### src/rtl/mem_access.sv
// mem_access -- MEM pipeline stage with a handshaked data-memory port.
//
// Non-memory instructions pass straight through with zero latency. A load or
// store stalls the upstream stages. The stage latches the request, holds
// dmem_req until dmem_ready, and then presents the result for one DONE cycle.
//
// Optional feature macro: MEM_TIMEOUT_EN. When it is defined, a BUSY cycle
// counter aborts a request that gets no dmem_ready within TIMEOUT_CYC cycles.
// An aborted request returns readdata=16'hFFFF, forces regwrite=0 and pulses
// mem_err.
//
// Ports:
//   clk, reset                    clock, asynchronous active-low reset
//   in_valid, memread_in, memwrite_in, regwrite_in, memtoreg_in,
//   alu_result_in, writedata_in, ins_wr_in
//                                 EX/MEM register contents
//   stall                         holds the upstream stages
//   dmem_req, dmem_we, dmem_addr, dmem_wdata
//                                 data-memory request
//   dmem_rdata, dmem_ready        data-memory response
//   regwrite, memtoreg, readdata, ALU_result, ins_wr
//                                 to the MEM/WB register
//   mem_err                       one-cycle timeout pulse
module mem_access #(
  parameter int TIMEOUT_CYC = 16
) (
  input  logic        clk,
  input  logic        reset,
  input  logic        in_valid,
  input  logic        memread_in,
  input  logic        memwrite_in,
  input  logic        regwrite_in,
  input  logic        memtoreg_in,
  input  logic [15:0] alu_result_in,
  input  logic [15:0] writedata_in,
  input  logic [2:0]  ins_wr_in,
  output logic        stall,
  output logic        dmem_req,
  output logic        dmem_we,
  output logic [15:0] dmem_addr,
  output logic [15:0] dmem_wdata,
  input  logic [15:0] dmem_rdata,
  input  logic        dmem_ready,
  output logic        regwrite,
  output logic        memtoreg,
  output logic [15:0] readdata,
  output logic [15:0] ALU_result,
  output logic [2:0]  ins_wr,
  output logic        mem_err
);

  typedef enum logic [1:0] {
    IDLE = 2'd0,
    BUSY = 2'd1,
    DONE = 2'd2
  } state_t;

  state_t      state_r;
  state_t      state_s;
  logic [15:0] addr_r;
  logic [15:0] wdata_r;
  logic        we_r;
  logic        regwrite_r;
  logic        memtoreg_r;
  logic [2:0]  ins_wr_r;
  logic [15:0] rdata_r;
  logic        mem_op_s;
  logic        timeout_s;

`ifdef MEM_TIMEOUT_EN
  localparam logic [4:0] LAST_CNT = 5'(TIMEOUT_CYC - 1);
  logic [4:0] cnt_r;
  logic       tout_r;

  // The final BUSY cycle arrives without a response.
  assign timeout_s = (cnt_r == LAST_CNT) && !dmem_ready;
`else
  logic [4:0] timeout_unused_s;

  assign timeout_unused_s = 5'(TIMEOUT_CYC);
  assign timeout_s        = 1'b0;
`endif

  // A valid instruction that touches memory must enter the handshake.
  assign mem_op_s = in_valid && (memread_in || memwrite_in);

  // State register, request latch, read-data capture and timeout counter.
  always_ff @(posedge clk or negedge reset) begin
    if (!reset) begin
      state_r    <= IDLE;
      addr_r     <= 16'h0000;
      wdata_r    <= 16'h0000;
      we_r       <= 1'b0;
      regwrite_r <= 1'b0;
      memtoreg_r <= 1'b0;
      ins_wr_r   <= 3'd0;
      rdata_r    <= 16'h0000;
`ifdef MEM_TIMEOUT_EN
      cnt_r      <= 5'd0;
      tout_r     <= 1'b0;
`endif
    end else begin
      state_r <= state_s;
      case (state_r)
        IDLE: begin
          if (mem_op_s) begin
            addr_r     <= alu_result_in;
            wdata_r    <= writedata_in;
            // A simultaneous read and write is treated as a write.
            we_r       <= memwrite_in;
            regwrite_r <= regwrite_in;
            memtoreg_r <= memtoreg_in;
            ins_wr_r   <= ins_wr_in;
            rdata_r    <= 16'h0000;
`ifdef MEM_TIMEOUT_EN
            cnt_r      <= 5'd0;
            tout_r     <= 1'b0;
`endif
          end
        end
        BUSY: begin
          if (dmem_ready) begin
            // A write leaves readdata at zero.
            if (!we_r) begin
              rdata_r <= dmem_rdata;
            end
          end
`ifdef MEM_TIMEOUT_EN
          else if (timeout_s) begin
            rdata_r <= 16'hFFFF;
            tout_r  <= 1'b1;
          end else begin
            cnt_r <= cnt_r + 5'd1;
          end
`endif
        end
        default: begin
        end
      endcase
    end
  end

  // Next-state logic.
  always_comb begin
    state_s = state_r;
    case (state_r)
      IDLE: begin
        if (mem_op_s) begin
          state_s = BUSY;
        end else begin
          state_s = IDLE;
        end
      end
      BUSY: begin
        if (dmem_ready || timeout_s) begin
          state_s = DONE;
        end else begin
          state_s = BUSY;
        end
      end
      DONE:    state_s = IDLE;
      default: state_s = IDLE;
    endcase
  end

  // Output decode. Reset is included here so that a reset takes effect
  // immediately, even while the upstream still presents a memory op.
  always_comb begin
    stall      = 1'b0;
    dmem_req   = 1'b0;
    dmem_we    = 1'b0;
    dmem_addr  = addr_r;
    dmem_wdata = wdata_r;
    regwrite   = 1'b0;
    memtoreg   = 1'b0;
    readdata   = 16'h0000;
    ALU_result = 16'h0000;
    ins_wr     = 3'd0;
    mem_err    = 1'b0;
    if (!reset) begin
      stall = 1'b0;
    end else begin
      case (state_r)
        IDLE: begin
          if (mem_op_s) begin
            stall = 1'b1;
          end else begin
            regwrite   = in_valid && regwrite_in;
            memtoreg   = memtoreg_in;
            ALU_result = alu_result_in;
            ins_wr     = ins_wr_in;
          end
        end
        BUSY: begin
          stall    = 1'b1;
          dmem_req = 1'b1;
          dmem_we  = we_r;
        end
        DONE: begin
          memtoreg   = memtoreg_r;
          readdata   = rdata_r;
          ALU_result = addr_r;
          ins_wr     = ins_wr_r;
`ifdef MEM_TIMEOUT_EN
          regwrite   = regwrite_r && !tout_r;
          mem_err    = tout_r;
`else
          regwrite   = regwrite_r;
`endif
        end
        default: begin
          stall = 1'b0;
        end
      endcase
    end
  end

endmodule

### config.mk
export PLATFORM = sky130hd
export DESIGN_NAME = mem_access
export DESIGN_NICKNAME = d
export VERILOG_FILES = /design/src/rtl/mem_access.sv
export SDC_FILE = /design/constraint.sdc
export NUM_CORES = 1
export LEC_CHECK = 0
export CAP_MARGIN = 20
export CORE_ASPECT_RATIO = 1.1
export CORE_MARGIN = 2
export CORE_UTILIZATION = 41
export CTS_CLUSTER_DIAMETER = 150
export DETAILED_ROUTE_END_ITERATION = 8
export HOLD_SLACK_MARGIN = 0.12
export PLACE_DENSITY = 0.84
export SYNTH_ARGS = -nofsm -noshare
export SYNTH_HDL_FRONTEND = slang
export SYNTH_SLANG_ARGS = --single-unit
### constraint.sdc
create_clock -name clk -period 1.9 [get_ports clk]
set_input_delay 0.285 -clock clk [delete_from_list [all_inputs] [get_ports clk]]
set_output_delay 0.285 -clock clk [all_outputs]
set_load 0.03 [all_outputs]
==> out/results.ini <==
[global_routing]
busiest_layer = met2
met2_usage_pct = 33.6
grt-ovfl-total = 0
antenna_found_initial = 0
grt_pass1_vias = 2322
grt_start_max_net_pins = 29
track_usage_pct = 20.0
grt_first_pass_wirelength_um = 11200
use_met1_pct = 26.1
grt_use_met3_pct = 5.15

[sta]
max_freq_ghz = 0.547
setup_viol = 0
slew_headroom_pct = 51.8
finClkSkew_ns = 0.00476
worst_pin_slew_ns = 0.721
finalHoldViolations = 0
rsz0062_at_grt = yes
min_period_over_period_pct = 96.2
fin_crit_ns = 1.83
holdWs_ns = 0.172
drv_slew = 0

[synth]
avgSynthCellArea_um2 = 11.2
ys_seq_elements = 56
postSynthCellCount = 241
yosysMostFrequentCell = dfrtp_1
synthSimpleGateAreaFrac_pct = 16.6
synth.area.mux_share_pct = 15.9
syn_nets = 300
synth_top_area_share_pct = 52.0
synthesis.area_um2 = 2700
ys_seq_area_share_pct = 52.0
async_reset_ff_share_pct = 100
synth-xor-area-share_pct = 0
synth-compound-area-share_pct = 10.3
yosysUniqueCellTypes = 27
synthAdderAreaFrac_pct = 0
yosysTopAreaCell = dfrtp_1
synth_edf_count = 0
yosys_warnings = 0
synth_top_family_by_area = simple AND/OR/NAND/NOR gates
synthTopCellsByArea = dfrtp_1 (52%), mux2_2 (15%), a32oi_1 (6.5%)
synth_top_cells_by_count = dfrtp_1 (56), mux2_2 (35), nand2_1 (34)
synth_ff_type = dfrtp_1

[power_and_ir_drop]
p_leak_nw = 1.91
ir_drop_mv = 0.735
total_power_mw = 4.90
power.density_nw_per_um2 = 1140

[cts]
htree_levels = 2
root_buffer = clkbuf_8
tritoncts = done
clk_path_buf_depth = 2
numCtsBuffers = 5
clk_latency_ns = 0.30
numClockSinks = 56
clk_pin_slew_ns = 0.09

[floorplan]
die_h_um = 89.1
die_w_um = 81.3
ios = 132
fp.dieArea_um2 = 7240
core_area_um2 = 6480
floorplan.rows = 31
start_util_pct = 41.6

[finish]
syn2layout_area_growth_pct = 59.8
final_area_um2 = 4310
num_antenna_cells = 0
instances_no_fill = 464
nNetsFinal = 440
drive_gt1_share_pct = 29.8

[setup_path]
worst_r2r_startpoint = state_r[0]
path_buf_inv = 2
endpoint = ALU_result[15]
startpoint_type = flop
reg2reg_depth = 5
critPathTopFamily = flip-flops
slowest_stage = dfrtp_2
cp_num_cells = 5
max_stage_delay_ns = 0.47
path_cells = nor2_4 > buf_6 > a32oi_1 > nor2b_1 > buf_4
ff2ff_setup_slack_ns = 0.30
r2r_end = rdata_r[2]
path_class = flop to output pin
crit_fanout = 8
cp.required_ns = 1.62
crit_start = state_r[1]
end_kind = output pin
worst-endpoint-arrival_ns = 1.54

[run]
drv_cap = 0

[routing]
drtIter0Drc = 124
viasPerCell = 5.20
drc_errors = 0
post_drt_wl_per_cell_um = 16.0
dr.pass1.iters = 5
antenna_left = 0
postRouteWirelength_um = 7400
vias = 2411

[placed_design]
finalWeightedCongestion = 0.715
dpl-instance-area_um2 = 4040
io_buffers = 130
hpwl_um = 5140
dp_cells = 447

[run_status]
status = complete, no violations

[hold_path]
hold_path_class = input pin to async pin

## kinds of logic after synthesis
family,after synthesis
buf+inv,24
other cells,1
flops,56
compound gates,39
simple gates,83
mux,38
## tightest hold or removal path, stage by stage
cell and delay, ns:
buf_4 0.19, buf_12 0.17, buf_4 0.16
## what timing repair did
item	4_1_cts	5_1_grt
endpoints found under the setup margin	37	31
hold buffers	3	0
gates cloned	1	0
pin swaps	2	4
buffers inserted	2	2
gates resized for setup	7	12
hold endpoints to repair	27	0
## per-stage QoR
step,worst slack (ns),TNS [ns],util [%]
after floorplan,0.0876,0,-
after global placement,-0.0321,-0.173,62.3
after detailed placement,-0.0924,-0.952,62.3
after CTS,-0.0124,-0.0124,65.4
after global routing,-0.0107,-0.0214,66.5
final,0.0725,0,66.5
## where the power goes
group | total (mW) | switching (mW) | internal [mW]
Combinational | 2.24 | 1.18 | 1.06
Clock | 0.835 | 0.370 | 0.465
Sequential | 1.83 | 0.251 | 1.58
## final cells by class
class                      count  area [um^2]
clock buffer                   7         96.3
clock inverter                 1         30.0
fill                         491         2170
inverter                       1         3.75
multi-input combinational    161         1180
sequential                    56         1400
tap                           82          103
timing repair buffer         156         1490
## state kept, by name, summed over array words and instances, names as in the netlist
signal and count:
rdata_r 16, regwrite_r 1, dmem_wdata 16, dmem_addr 16, ins_wr_r 3, memtoreg_r 1, state_r 2, we_r 1
## metal layers
metal  share of wire (%)  vias up  wire (um)
li1                    -     1129          -
met1                  41     1193       3060
met2                  51       83       3800
met3                 6.4        6        473
met4                0.97        0         72
met5                   0        -          0
## layout by cell type, fill, tap and decap left out, drive strengths merged, types with 4 or more instances in the layout
| cell | count |
|---|---|
| buf | 64 |
| nor2b | 21 |
| nand2 | 34 |
| dlymetal6s2s | 4 |
| clkbuf | 7 |
| o21ai | 17 |
| and3 | 17 |
| clkdlybuf4s50 | 85 |
| mux2 | 38 |
| a32oi | 20 |
| dfrtp | 56 |
## how the worst min path moves through the flow
stage / startpoint / to / slack (ns)
after floorplan: reset / dmem_addr[0] / -0.01
after global placement: reset / dmem_addr[10] / 0.18
after detailed placement: reset / dmem_addr[10] / 0.18
after CTS: reset / dmem_wdata[8] / 0.15
after global routing: reset / dmem_wdata[5] / 0.18
final: reset / dmem_wdata[8] / 0.17
(Power assumes the default switching activity.)
